**src/rtl/mac_pe.sv**
```systemverilog
// Streaming unsigned multiply-accumulate element: forms N dot products of a
// run-time length per job and emits one saturated NUM_BITS result per dot.
package pkg;
   parameter int NUM_BITS = 8;
   parameter int N        = 4;
endpackage

// state | meaning
// IDLE  | waiting for start_i with a non-zero length; operands refused
// RUN   | accepting operand pairs, counting terms and dot products
// DRAIN | two cycles for the multiply/accumulate pipeline to empty
// DONE  | done_o pulse, then back to IDLE
module mac_pe #(
   parameter int NUM_BITS = pkg::NUM_BITS,
   parameter int N        = pkg::N,
   parameter int K        = 8,
   parameter int LEN_W    = $clog2(K+1)
) (
   input  logic                clk_i,
   input  logic                rst_ni,
   input  logic                start_i,
   input  logic [LEN_W-1:0]    len_i,
   input  logic                clear_i,
   input  logic [NUM_BITS-1:0] a_i,
   input  logic [NUM_BITS-1:0] b_i,
   input  logic                in_valid_i,
   output logic                in_ready_o,
   output logic [NUM_BITS-1:0] c_o,
   output logic                c_valid_o,
   output logic                c_sat_o,
   output logic                busy_o,
   output logic                done_o
);

   localparam int PW    = 2*NUM_BITS;
   localparam int ACC_W = 2*NUM_BITS + $clog2(K);
   localparam int DOT_W = (N > 1) ? $clog2(N) : 1;
   localparam logic [LEN_W-1:0] LEN_MAX  = LEN_W'(K);
   localparam logic [LEN_W-1:0] LEN_ONE  = LEN_W'(1);
   localparam logic [DOT_W-1:0] DOT_LAST = DOT_W'(N-1);

   typedef enum logic [1:0] {IDLE, RUN, DRAIN, DONE} state_t;

   state_t              state_q, state_d;
   logic                drain_q;
   logic [LEN_W-1:0]    len_q, term_cnt;
   logic [DOT_W-1:0]    dot_cnt;
   logic                beat, last_beat, job_last, start_ok;
   logic [PW-1:0]       p_q;
   logic                p_vld, p_last;
   logic [ACC_W-1:0]    acc, sum;

   assign start_ok  = (state_q == IDLE) && start_i && (len_i != '0);
   assign beat      = in_valid_i && in_ready_o;
   assign last_beat = beat && (term_cnt == len_q - LEN_ONE);
   assign job_last  = last_beat && (dot_cnt == DOT_LAST);

   always_ff @(posedge clk_i or negedge rst_ni) begin
      if (!rst_ni) begin
         state_q <= IDLE;
         drain_q <= 1'b0;
      end else begin
         state_q <= state_d;
         drain_q <= (state_q == DRAIN) && !clear_i;
      end
   end

   always_comb begin
      state_d = state_q;
      if (clear_i) begin
         state_d = IDLE;
      end else begin
         case (state_q)
            IDLE:    if (start_ok) state_d = RUN;
            RUN:     if (job_last) state_d = DRAIN;
            DRAIN:   if (drain_q) state_d = DONE;
            DONE:    state_d = IDLE;
            default: state_d = IDLE;
         endcase
      end
   end

   always_comb begin
      in_ready_o = (state_q == RUN);
      busy_o     = (state_q != IDLE);
      done_o     = (state_q == DONE);
   end

   always_ff @(posedge clk_i or negedge rst_ni) begin
      if (!rst_ni) begin
         len_q    <= '0;
         term_cnt <= '0;
         dot_cnt  <= '0;
      end else if (clear_i) begin
         term_cnt <= '0;
         dot_cnt  <= '0;
      end else if (start_ok) begin
         len_q    <= (len_i > LEN_MAX) ? LEN_MAX : len_i;
         term_cnt <= '0;
         dot_cnt  <= '0;
      end else if (beat) begin
         if (last_beat) begin
            term_cnt <= '0;
            dot_cnt  <= dot_cnt + DOT_W'(1);
         end else begin
            term_cnt <= term_cnt + LEN_ONE;
         end
      end
   end

   always_ff @(posedge clk_i or negedge rst_ni) begin
      if (!rst_ni) begin
         p_q    <= '0;
         p_vld  <= 1'b0;
         p_last <= 1'b0;
      end else if (clear_i) begin
         p_vld  <= 1'b0;
         p_last <= 1'b0;
      end else begin
         p_vld  <= beat;
         p_last <= last_beat;
         if (beat) p_q <= PW'(a_i) * PW'(b_i);
      end
   end

   // acc is wide enough for K full-scale products, so only the output saturates
   assign sum = acc + ACC_W'(p_q);

   always_ff @(posedge clk_i or negedge rst_ni) begin
      if (!rst_ni) begin
         acc       <= '0;
         c_o       <= '0;
         c_sat_o   <= 1'b0;
         c_valid_o <= 1'b0;
      end else if (clear_i) begin
         acc       <= '0;
         c_valid_o <= 1'b0;
      end else begin
         c_valid_o <= 1'b0;
         if (p_vld) begin
            if (p_last) begin
               acc       <= '0;
               c_valid_o <= 1'b1;
               if (|sum[ACC_W-1:NUM_BITS]) begin
                  c_o     <= '1;
                  c_sat_o <= 1'b1;
               end else begin
                  c_o     <= sum[NUM_BITS-1:0];
                  c_sat_o <= 1'b0;
               end
            end else begin
               acc <= sum;
            end
         end
      end
   end

endmodule

```
**config.mk**
```make
export PLATFORM = sky130hd
export DESIGN_NAME = mac_pe
export DESIGN_NICKNAME = d
export VERILOG_FILES = /design/src/rtl/mac_pe.sv
export SDC_FILE = /design/constraint.sdc
export NUM_CORES = 1
export LEC_CHECK = 0
export ABC_AREA = 1
export BUFFER_PORTS_ARGS = -buffer_cell sky130_fd_sc_hd__buf_2
export CAP_MARGIN = 0
export CORE_ASPECT_RATIO = 0.6
export CORE_MARGIN = 2
export CORE_UTILIZATION = 57
export DETAILED_ROUTE_END_ITERATION = 10
export GPL_TIMING_DRIVEN = 0
export MAX_ROUTING_LAYER = met4
export PLACE_DENSITY_LB_ADDON = 0.12
export RECOVER_POWER = 50
export SKIP_CTS_REPAIR_TIMING = 1
export SKIP_LAST_GASP = 1
export SYNTH_ARGS = -nofsm -noshare
export SYNTH_HDL_FRONTEND = slang
export SYNTH_SLANG_ARGS = --single-unit
```
**constraint.sdc**
```tcl
create_clock -name clk_i -period 2.2 [get_ports clk_i]
set_input_delay 0.11 -clock clk_i [delete_from_list [all_inputs] [get_ports clk_i]]
set_output_delay 0.11 -clock clk_i [all_outputs]
set_load 0.05 [all_outputs]
```
**After elaboration in Yosys (flattened, before gate mapping)**

Index checks and enable logic that the tools add are counted.

- Add/sub/neg operators: 4
- Multipliers: 1
- Magnitude comparators: 1
- Eq/ne operators: 8
- Muxes and demuxes: 24
- Bitwise operators: 1
- Reduce and logical (&&, ||, !) cells: 19

Operators with widths:

| cell | count |
|---|---|
| $mux W19 | 3 |
| $mux W4 | 5 |
| $add A19 B16 Y19 | 1 |
| $mul A8 B8 Y16 | 1 |
| $mux W2 | 8 |
| $reduce_or A11 Y1 | 1 |
| $mux W8 | 1 |
| $pmux W2 S4 | 1 |
| $eq A2 B2 Y1 const B | 3 |
| $logic_and A1 B1 Y1 | 6 |
| $mux W1 | 6 |
| $ne A3 B3 Y1 const B | 2 |
| $reduce_and A2 Y1 | 3 |
| $reduce_and A3 Y1 | 2 |
| $reduce_bool A3 Y1 | 2 |
| $add A4 B1 Y4 const B | 1 |
| $eq A4 B4 Y1 | 1 |
| $gt A4 B4 Y1 const B | 1 |
| $reduce_bool A2 Y1 | 2 |
| $reduce_bool A4 Y1 | 1 |
| $sub A4 B1 Y4 const B | 1 |
| $ne A3 B2 Y1 const B | 1 |
| $add A2 B1 Y2 const B | 1 |
| $eq A2 B1 Y1 const B | 1 |
| 3 further kinds | 3 |

- Register bits: 60
- Bits of input ports: 25
- Output and inout port bits: 13
- Logic and storage cells: 70

**Depth between registers and ports, before layout**

- Word-level depth: 7
- Depth in mapped cells: 22
- Depth with buffers taken out: 21

**Least setup slack after synthesis**

Ideal clock, no wire load.

- Path type: in2reg
- Start point: input a_i[0]
- End point: register p_q[15]
- Setup time: 118 ps
- Data arrival time: 3,843 ps
- Required time: 2,082 ps
- Path slack: -1,761 ps
- Cell stages on the path: 19
- Buffers on the path: 1
- Cells stage by stage: clkbuf_1 > nand2_1 > fa_1 > fa_1 > inv_1 > fa_1 > inv_1 > fa_1 > inv_1 > ha_1 > nand2_1 > nor2_1 > nor2_1 > o21ai_0 > nand2_1 > o21ai_0 > nand2_1 > nand3_1 > nand2_1

- Word-level cells in the longest chain between the ends: 1

Ends and longest elaborated chain:

| item | line | source |
|---|---|---|
| from (decl) | 24 | `input logic [NUM_BITS-1:0] a_i,` |
| $mul A8 B8 Y16 | 122 | `if (beat) p_q <= PW'(a_i) * PW'(b_i);` |
| to (signal assigned) | 122 |  |
| to (decl) | 49 | `logic [PW-1:0] p_q;` |

Every way passes these cells.
A chain may end at the register's enable or synchronous reset.

**Final worst setup path**

- Start point: input b_i[2]
- End point: register p_q[13]

- Word-level cells in the longest chain between the ends: 1

Ends and longest elaborated chain:

| item | line | source |
|---|---|---|
| from (decl) | 25 | `input logic [NUM_BITS-1:0] b_i,` |
| $mul A8 B8 Y16 | 122 |  |

Every way passes these cells.

==> results by group <==
Detailed routing
  • Drt via density: 5.45
  • DR pass1 iterations: 5
  • Drt drc: 0
  • Post-DRT Antenna Nets: 0
  • Final WL: approximately 16 mm
  • Vias: between 5000 and 6000
  • Avg WL per Cell: 16.1 um
  • DR iter-0 viols: 447

STA
  • Relative slew slack: -3.07%
  • Final Setup Violations: 21
  • Clock skew: slightly below 0.01 ns
  • Total negative slack: -12.65 ns
  • Fin crit period: between 3 and 4 ns
  • Max Freq: between 0.2 and 0.3 GHz
  • Final hold violations: 0
  • Setup ws final: -1.22 ns
  • Setup repair after global routing missed its margin: true
  • Final period util: 156%
  • Worst Max-Slew Pin Slew: between 1.5 and 2 ns
  • Fin. max-slew vios: between 60 and 70

Worst setup path
  • Cells on worst reg2reg path: 15
  • Crit path max fanout: 6
  • CP arrival: roughly 3.6 ns
  • Setup slack, reg-to-reg: -0.23 ns
  • Worst r2r src: acc[4]
  • Worst path required time: around 2.4 ns
  • FF-to-FF End: c_sat_o
  • Critical Path Sink Type: register
  • Crit Path Category: in -> reg
  • Startpoint types: input pin

Global routing
  • Initial antenna violation count: 0
  • Largest net degree at the start of global routing: roughly 60
  • Total congestion overflow: 0
  • First-pass GRT wire length: roughly 25 mm
  • Total track usage: 29.4%
  • Vias in the first global route: around 5000

Synthesis
  • Largest family of logic cells by synthesized area: simple AND/OR/NAND/NOR gates
  • Number of synthesized register bits: 60
  • Avg Inst Size Synth: 7.22 um^2
  • Netlist cell types: 35
  • Synth Area in Compound Gates: under 10%
  • Synth Area in XOR/XNOR: under 10%
  • Mapped Cells: 820
  • Top_reg_cell synth: dfrtp_1
  • Syn nets: around 940
  • Post-synth EDFFs: 0
  • Register area share after synthesis: between 20% and 30%
  • Synth Cell Area: roughly 5900 um^2
  • FFs w/ async S/R, synth: 100%
  • Simple-gate share of the synthesized area: between 20% and 30%
  • Post-synthesis mux area share: 0%
  • Adder-Cell Fraction of Synth Area: 25.0%
  • YS warnings: 0

Min path
  • Worst hold path startpoint: len_i[2]
  • Hold Crit Depth: 3
  • Worst Hold End: len_q[2]
  • Hold Crit Class: in -> reg

Clock tree
  • CTS Buf Count: 9
  • CTS max path bufs: 2
  • H-tree levels: 3
  • Clock Pin Slew Worst Setup and Hold Paths: approximately 0.050 ns
  • Clock Latency Late Sink: between 0.3 and 0.4 ns
  • TritonCTS clock tree: built
  • Clock sinks: 60
  • CTS root buf: clkbuf_16

Cells and area
  • Design Area, Final: around 7500 um^2
  • Layout cells sized above 1: 22.9%
  • P&R area growth vs syn: 26.3%
  • NumNets Final: 994
  • Ant diodes: 0

Pwr
  • Peak supply drop: between 0.0005 and 0.0006 V
  • Leak Pwr: 4.19 nW
  • Pwr dens: about 1000 nW/um^2

Placed design
  • Final RePlAce weighted congestion: around 1
  • IO buf count: 20
  • Post-DP Area: 6450 um^2
  • Dpl hpwl: around 12 mm

Floorplanning
  • Row cnt: 28
  • Die width: between 100 and 150 um
  • # IOs: 38
  • Chip height: around 83 um
  • Die Area: between 10000 and 15000 um^2
  • Core area: between 9000 and 10000 um^2
  • Starting density of the core: 59.3%

Outcome
  • Failing checks: capacitance limit, slew limit, setup timing
  • Outcome: finished with violations

Job
  • Max-cap violations: 1
==> cells in the mapped netlist (2+ instances only) <==
cell type | count | area share, %
nand2_1 | 250 | 16
inv_1 | 180 | 11
dfrtp_1 | 60 | 25
ha_1 | 59 | 12
nand3_1 | 46 | 3.9
fa_1 | 37 | 13
o21ai_0 | 31 | 2.6
nor2_1 | 30 | 1.9
clkbuf_1 | 23 | 1.5
a21oi_1 | 20 | 1.7
nand2_2 | 11 | 1.2
xor2_1 | 11 | 1.6
xnor2_1 | 10 | 1.5
a32o_1 | 9 | 1.5
nor3_1 | 8 | 0.68
nand3_2 | 5 | 0.85
nand4_1 | 4 | 0.42
o22ai_1 | 3 | 0.32
and2_1 | 2 | 0.21
and3_1 | 2 | 0.21
clkinv_1 | 2 | 0.13
nor2_2 | 2 | 0.21
nor2_4 | 2 | 0.38
or2_2 | 2 | 0.21
==> power breakdown <==
part / switching, mW / total, mW / internal, mW
Clock: 0.522 / 1.54 / 1.02
Combinational: 2.66 / 4.43 / 1.77
Sequential: 0.217 / 1.54 / 1.32
==> worst max-delay path by stage <==
stage,startpoint,to,slack [ns],depth (start not counted)
after floorplan,b_i[5],p_q[15],-1.29,19
after global placement,a_i[5],p_q[13],-1.53,18
after detailed placement,a_i[5],p_q[13],-1.60,18
after CTS,a_i[5],p_q[13],-1.27,18
after global routing,b_i[4],p_q[13],-1.35,18
final,b_i[2],p_q[13],-1.22,18
==> logic make-up (layout without fill, tap and decap cells) <==
logic type	after synthesis	in the layout
compound gates	69	69
xor+xnor	21	21
fa+ha+maj	96	96
buf+inv	207	263
flops	60	60
simple gates	367	368
==> layout by cell type (no fill, tap or decap), types with 5 or more instances in the layout <==
cell type / instances
nor3_1: 8
nand3_1: 34
o21ai_0: 21
nand2_2: 31
nand2_1: 217
o21ai_1: 6
nor2_4: 5
buf_2: 16
buf_4: 12
nor2_2: 5
ha_2: 8
inv_1: 163
xor2_1: 7
fa_2: 5
xnor2_1: 10
ha_1: 38
inv_2: 17
fa_1: 32
a21oi_2: 6
nand3_2: 15
nor2_1: 25
nand2_4: 13
a32o_1: 9
buf_6: 11
a21oi_1: 12
dfrtp_1: 60
clkbuf_16: 12
ha_4: 13
clkbuf_1: 13
==> area by class of cell <==
cell class | instances | area, um^2
plain buffers | 25 | 293
clock buffers | 11 | 243
clock inverters | 4 | 73.8
fillers | 763 | 2510
inverters | 182 | 683
multi-input cells | 554 | 4230
flip-flops and latches | 60 | 1500
well taps | 135 | 169
repair buffers | 41 | 285
==> critical path, stage by stage <==
cell     delay, ns
buf_12        0.12
nand2_4       0.06
inv_2         0.03
fa_1          0.55
fa_1          0.44
fa_1          0.54
inv_2         0.05
fa_1          0.51
inv_2         0.05
ha_4          0.29
nand2_4       0.06
nor2_4        0.13
nor2_4        0.06
o21ai_4       0.18
nand2_2       0.11
nand2_2       0.08
xor2_1        0.16
o21ai_1       0.08
==> registers in the layout, indices dropped and copies added (netlist names), 2 cells and up <==
register,count
dot_cnt,2
p_q,16
state_q,2
term_cnt,4
c_o,8
len_q,4
acc,19
==> per-layer routing <==
metal / track usage, % / share of wire (%) / vias up / wire length, um
met1: 47.9 / 49 / 2637 / 7970
met5: - / 0 / - / 0
met2: 36.7 / 40 / 256 / 6520
met3: 7.33 / 10 / 13 / 1650
met4: 3.60 / 0.82 / 0 / 133
li1: - / - / 2611 / -
==> through the flow <==
stage	hold slack, ns	total power, mW	setup slack (ns)	cells	utilization, %
floorplan	-0.186	4.02	-1.29	820	-
global placement	0.344	4.77	-1.53	975	64.6
detailed placement	0.353	4.86	-1.60	975	64.6
CTS	0.0113	6.42	-1.27	990	67.7
global route	0.0542	8.00	-1.35	1012	74.9
finish	0.0183	7.50	-1.22	1012	74.9
Power figures use the tool's default switching activity.
